$ cat config.mk
export PLATFORM = sky130hd
export DESIGN_NAME = uart_parity_engine
export DESIGN_NICKNAME = d
export VERILOG_FILES = /design/src/rtl/uart_parity_engine.sv
export SDC_FILE = /design/constraint.sdc
export NUM_CORES = 1
export LEC_CHECK = 0
export CORE_UTILIZATION = 50
export CTS_BUF_LIST = sky130_fd_sc_hd__clkbuf_8
export DETAILED_ROUTE_END_ITERATION = 8
export PLACE_DENSITY = 0.89
export SETUP_SLACK_MARGIN = 0.1
export SLEW_MARGIN = 0
export SYNTH_ARGS = -nofsm -noshare
export SYNTH_HDL_FRONTEND = slang
export SYNTH_SLANG_ARGS = --single-unit
$ cat constraint.sdc
create_clock -name CLK -period 1.8 [get_ports CLK]
set_input_delay 0.36 -clock CLK [delete_from_list [all_inputs] [get_ports CLK]]
set_output_delay 0.36 -clock CLK [all_outputs]
set_load 0.02 [all_outputs]
$ cat src/rtl/uart_parity_engine.sv
// uart_parity_engine: bit-serial parity generator/checker with sticky error flag and saturating error counter
module uart_parity_engine #(
    parameter int DATA_WIDTH    = 8,
    parameter int ERR_CNT_WIDTH = 8
) (
    input  logic                     CLK,
    input  logic                     RST,
    input  logic                     start,
    input  logic                     par_en,
    input  logic                     par_type,
    input  logic                     chk_mode,
    input  logic                     bit_valid,
    input  logic                     bit_in,
    input  logic                     err_clr,
    output logic                     busy,
    output logic                     par_bit,
    output logic                     par_bit_vld,
    output logic                     frame_done,
    output logic                     par_err,
    output logic                     err_sticky,
    output logic [ERR_CNT_WIDTH-1:0] err_cnt
);
    localparam int BW = (DATA_WIDTH > 1) ? $clog2(DATA_WIDTH) : 1;
    localparam logic [BW-1:0] LAST = BW'(DATA_WIDTH - 1);
    typedef enum logic [1:0] {IDLE, DATA, PAR} state_t;
    state_t                   r_state;
    logic                     r_acc;
    logic [BW-1:0]            r_bcnt;
    logic                     r_par_en;
    logic                     r_par_type;
    logic                     r_chk_mode;
    logic                     r_par_bit;
    logic                     r_par_bit_vld;
    logic                     r_frame_done;
    logic                     r_par_err;
    logic                     r_err_sticky;
    logic [ERR_CNT_WIDTH-1:0] r_err_cnt;
    logic                     w_acc_nxt;
    logic                     w_exp;
    logic                     w_last;
    logic                     w_to_par;
    assign w_acc_nxt = r_acc ^ bit_in;
    // expected parity including the bit being accepted this cycle
    assign w_exp     = r_par_en & (w_acc_nxt ^ r_par_type);
    assign w_last    = r_bcnt == LAST;
    assign w_to_par  = r_chk_mode & r_par_en;
    // frame FSM, accumulator, pulses and error bookkeeping; start aborts any frame, reset overrides all
    always_ff @(posedge CLK) begin
        if (RST) begin
            r_state       <= IDLE;
            r_acc         <= 1'b0;
            r_bcnt        <= '0;
            r_par_en      <= 1'b0;
            r_par_type    <= 1'b0;
            r_chk_mode    <= 1'b0;
            r_par_bit     <= 1'b0;
            r_par_bit_vld <= 1'b0;
            r_frame_done  <= 1'b0;
            r_par_err     <= 1'b0;
            r_err_sticky  <= 1'b0;
            r_err_cnt     <= '0;
        end else begin
            r_par_bit_vld <= 1'b0;
            r_frame_done  <= 1'b0;
            r_par_err     <= 1'b0;
            if (err_clr) begin
                r_err_sticky <= 1'b0;
                r_err_cnt    <= '0;
            end
            if (start) begin
                r_state    <= DATA;
                r_acc      <= 1'b0;
                r_bcnt     <= '0;
                r_par_en   <= par_en;
                r_par_type <= par_type;
                r_chk_mode <= chk_mode;
            end else begin
                unique case (r_state)
                    DATA: if (bit_valid) begin
                        r_acc         <= w_acc_nxt;
                        r_bcnt        <= w_last ? '0 : r_bcnt + 1'b1;
                        r_state       <= !w_last ? DATA : w_to_par ? PAR : IDLE;
                        r_par_bit     <= w_last ? w_exp : r_par_bit;
                        r_par_bit_vld <= w_last;
                        r_frame_done  <= w_last & ~w_to_par;
                    end
                    PAR: if (bit_valid) begin
                        r_state      <= IDLE;
                        r_frame_done <= 1'b1;
                        if (bit_in != r_par_bit) begin
                            r_par_err    <= 1'b1;
                            r_err_sticky <= 1'b1;
                            r_err_cnt    <= err_clr ? ERR_CNT_WIDTH'(1) : (&r_err_cnt) ? r_err_cnt : r_err_cnt + 1'b1;
                        end
                    end
                    default: r_state <= IDLE;
                endcase
            end
        end
    end
    assign busy        = r_state != IDLE;
    assign par_bit     = r_par_bit;
    assign par_bit_vld = r_par_bit_vld;
    assign frame_done  = r_frame_done;
    assign par_err     = r_par_err;
    assign err_sticky  = r_err_sticky;
    assign err_cnt     = r_err_cnt;
endmodule
**Word level (Yosys, flattened, before mapping)**

Cells that the tools add are included.

- Flip-flop bits (word level): 22
- Input port bits: 9
- Output and inout port bits: 14
- Logic and storage cells: 66

- $add $sub $neg: 2
- Eq/ne operators: 9
- Multiplexer cells: 23
- Bitwise operators: 10
- Reductions and logical operators: 9

Operators with widths:

| kind | number |
|---|---|
| 8-bit 2-to-1 mux | 7 |
| 1-bit 2-to-1 mux | 9 |
| 8-bit by 1-bit adder with 8-bit output (second input constant) | 1 |
| 2-bit 2-to-1 mux | 4 |
| 8-bit AND reduction | 1 |
| 4-bit OR reduction | 2 |
| 3-bit inequality test (second input constant) | 2 |
| 6-bit inequality test (second input constant) | 1 |
| 2-bit AND reduction | 3 |
| 1-bit inverter | 5 |
| 2-bit inequality test (second input constant) | 2 |
| 2-bit one-hot mux with 2 select lines | 1 |
| 4-bit AND reduction | 1 |
| 3-bit by 1-bit adder with 3-bit output (second input constant) | 1 |
| 1-bit AND | 3 |
| 3-bit == test (second input constant) | 1 |
| 3-bit 2-to-1 mux | 1 |
| 2-bit by 1-bit == test with 1-bit output (second input constant) | 1 |
| 2-bit == test (second input constant) | 1 |
| 1-bit one-hot mux with 2 select lines | 1 |
| 2-bit nonzero test | 1 |
| 2-bit OR reduction | 1 |
| 1-bit XOR | 2 |
| 1-bit inequality test | 1 |

**Logic depth before layout (Yosys ltp)**

- Word-level depth: 7
- Mapped depth: 6
- Mapped depth without buffers: 6

**Worst setup path before layout**

OpenSTA, ideal clock, no wires.

- Path kind: reg2reg
- From: register r_state[0]
- To: register r_err_cnt[5], in the netlist err_cnt[5]
- Setup time: 0.070 ns
- Arrival time: 1.491 ns
- Required time: 1.730 ns
- Slack: 0.239 ns
- Cell stages (with the launch flop): 7
- Path through: dfxtp_1 > inv_1 > ha_1 > and3b_1 > o211ai_4 > or4_1 > a21oi_1

- Word-level cells in the longest chain between the ends: 3
- Elaborated cells between the ends (all ways): 4
- Those cells by class: eq/ne (2); mux (2)

Ends and longest elaborated chain:

| element | line | text |
|---|---|---|
| from (decl) | 26 | `state_t r_state;` |
| from (signal assigned) | 82 | `r_state <= !w_last ? DATA : w_to_par ? PAR : IDLE;` |
| 2-bit == test * | 78 | `unique case (r_state)` |
| 8-bit 2-to-1 mux | 78 |  |
| 8-bit 2-to-1 mux | 70 | `if (start) begin` |
| to (signal assigned) | 93 | `r_err_cnt <= err_clr ? ERR_CNT_WIDTH'(1) : (&r_err_cnt) ? r_err_cnt : r_err_cnt + 1'b1;` |
| to (decl) | 37 | `logic [ERR_CNT_WIDTH-1:0] r_err_cnt;` |

Mark *: on every way between the ends. The rest lies on a longest branch, timed or not.
A chain may end at the register's enable or synchronous reset.

**Worst setup path in the final report**

- From: input start
- To: register r_err_cnt[5], in the netlist err_cnt[5]

- Word-level cells in the longest chain between the ends: 1
- Elaborated cells between the ends (all ways): 2
- Those cells by class: eq/ne (1); mux (1)

Ends and longest elaborated chain:

| element | line | text |
|---|---|---|
| from (decl) | 8 | `input logic start,` |
| 6-bit inequality test (no line) or 8-bit 2-to-1 mux (tied branches) | n/a |  |

Parallel ways exist; a longest one is shown, timed or not.

==> results.tsv <==
metric	value	unit
status	completed	
syn_inst	116	
grt_max_degree	12	
grt_usage	21.2	%
ant_nets	0	
power_density	616	nW/um2
ys_ff_latch	22	
slew-limit-headroom	77.3	%
gp_congestion	0.822	
synth.most_common_cell	dfxtp_1	
synth_top_area_share	42.2	%
yosysWarnings	0	
ctsHoldBuffers	0	
use_met3	3.77	%
power_frac_comb	10.1	%
pwr-share-seq	56.4	%
antenna_found_initial	0	
critical_path_class	primary input to flip-flop	
yosysSeqAreaShare	42.2	%
cellLeakagePower	0.635	nW
switching_share	21.9	%
p_clk_share	33.4	%
finalNetCount	166	
grt-busiest-layer	met2	
cp_num_buf_inv	1	
power_switching	0.000194	W
cts_buffers	3	
htree_num_levels	1	
place_ws	-137	ps
dp_hpwl	1.69	mm
syn_area	1040	um2
synthesis.nets	131	
synth.area.top_cells	dfxtp_1 (42%), ha_1 (7.2%), nor2_1 (6.1%), a21oi_1 (4.3%), mux2i_1 (3.8%)	
setup_viol_count_final	0	
internal_power	0.000689	W
grtUsageMet2	31.4	%
min_from	err_sticky	
cp-end-kind	flip-flop	
path_clk_slew	70	ps
ys_types	34	
drive_above_1_share	16.8	%
synth-async-reset-ratio	0	%
cts.sinks	22	
synth.avg_cell_area	9.00	um2
gr-total-overflow	0	
synth_ff_type	dfxtp_1	
rsz0062_at_grt	yes	
synth_top_cells_by_count	dfxtp_1 (22), nor2_1 (17), a21oi_1 (9), nand2_1 (9), ha_1 (6)	
synth_edf_count	0	
postCtsSetupBuffers	0	
max_clock_freq	602	MHz
routed_via_density	5.37	
wl	2.26	mm
first_pass_iters	4	
r2r-start	r_state[0]	
hp-class	flip-flop to flip-flop	
clock_path_buffers	2	
crit_slowest_cell	or4_1	
clock_latency	260	ps
first_global_vias	820	
setup_slack	139	ps
core-area	1960	um2
grt_pass1_wl	3.42	mm
antennaDiodeCount	0	
slowest_delay	480	ps
holdWs	455	ps
path_cells	clkdlybuf4s50_1 > and3b_2 > o211ai_4 > or4_1 > a21oi_1	
ioPinCount	23	
crit_family	simple AND/OR/NAND/NOR gates	
drv_slew	0	
cp-start-kind	primary input	
fill_cells	159	
vias	945	
drt_iter0_markers	23	
drv_cap	0	
cts_tree	yes	
total_power	0.000883	W
cp_data_arrival_time	1850	ps
worstPathRequired	1980	ps
fin_skew	6.98	ps
wire_per_inst	12.9	um
period_minus_slack	1660	ps
fp.dieW	47.7	um
drc	0	
tightest_slew	338	ps
yosys.area.top_type	dfxtp_1	
ff_latch_area	440	um2
grt_use_met1	29.6	%
finalCritPeriodShare	92.3	%
die_h	47.7	um
cts_root_buf	clkbuf_8	
io_buffers	22	
finalHoldViolCount	0	
ir_worst_vdd	0.403	mV
cp-startpoint	start	
rows	16	
start_util	53.2	%
die-area	2270	um2
syn2layout_area_growth	37.4	%
multi_input_area	589	um2
path_max_fanout	7	
[logic make-up after synthesis]
group | synth area share [%]
flops | 42.2
mux | 3.84
simple gates | 26.3
xor+xnor | 5.76
compound gates | 11.5
fa+ha+maj | 7.19
buf+inv | 3.24
[final timing paths]
kind / slack, ps / endpoint / cells past startpoint
hold reg to reg: 460 / err_sticky / 1
setup / recovery: 140 / err_cnt[5] / 5
setup reg to reg: 190 / err_cnt[5] / 6
hold / removal: 460 / err_sticky / 1
[sequential cells by signal (all words and copies together), names as in the netlist]
register / flops
err_sticky: 1
r_par_en: 1
r_state: 2
r_acc: 1
par_bit: 1
par_err: 1
par_bit_vld: 1
r_bcnt: 3
r_chk_mode: 1
err_cnt: 8
frame_done: 1
r_par_type: 1
[what timing repair did]
action / 4_1_cts / 5_1_grt
endpoints found under the setup margin: 3 / 10
resized for setup: 3 / 10
pin swaps: 0 / 0
[per-stage QoR]
step | cells | utilization (%) | area, um2 | setup TNS, ps
2_1_floorplan | 116 | - | 1040 | 0
3_3_place_gp | 173 | 69.4 | 1360 | -434
3_5_place_dp | 173 | 69.4 | 1360 | -630
4_1_cts | 176 | 71.5 | 1400 | 0
5_1_grt | 176 | 73.1 | 1430 | 0
6_report | 176 | 73.1 | 1430 | 0
[power by group through the flow]
stage                     registers, W  logic (W)  clock network, W
after floorplan               0.000508  0.0000443                 0
after global placement        0.000509  0.0000859                 0
after detailed placement      0.000509  0.0000884                 0
after CTS                     0.000498  0.0000880          0.000300
after global routing          0.000499  0.0000981          0.000330
final                         0.000498  0.0000894          0.000295
[cell type report]
cell class	count	share of cell area, %
well taps	27	2.36
clock buffers	3	2.88
inverters	4	1.05
multi-input cells	87	41.1
flip-flops and latches	22	30.7
repair buffers	33	21.9
[worst reg2reg max path, stage by stage, from the launching register on]
cell,delay (ps)
dfxtp_1,350
inv_2,90
ha_4,160
and3b_2,210
o211ai_4,100
or4_1,480
a21oi_1,150
[cell usage in the layout (no fill, tap or decap), drive strengths merged, types with 2 or more instances in the layout]
cell / n
dfxtp: 22
nor2: 17
clkdlybuf4s50: 15
buf: 11
nand2: 9
a21oi: 9
ha: 6
nand3: 5
dlymetal6s2s: 5
mux2i: 4
xnor2: 4
inv: 4
or3: 4
nor3b: 3
o21ai: 3
clkbuf: 3
nand2b: 2
or2: 2
nand3b: 2
nor3: 2
xor2: 2
nor4: 2
[metal layers]
| metal | share of wire, % | vias up |
|---|---|---|
| li1 | - | 467 |
| met1 | 45 | 438 |
| met2 | 48 | 32 |
| met3 | 4.6 | 8 |
| met4 | 1.9 | 0 |
| met5 | 0 | - |
(Power assumes the default switching activity.)
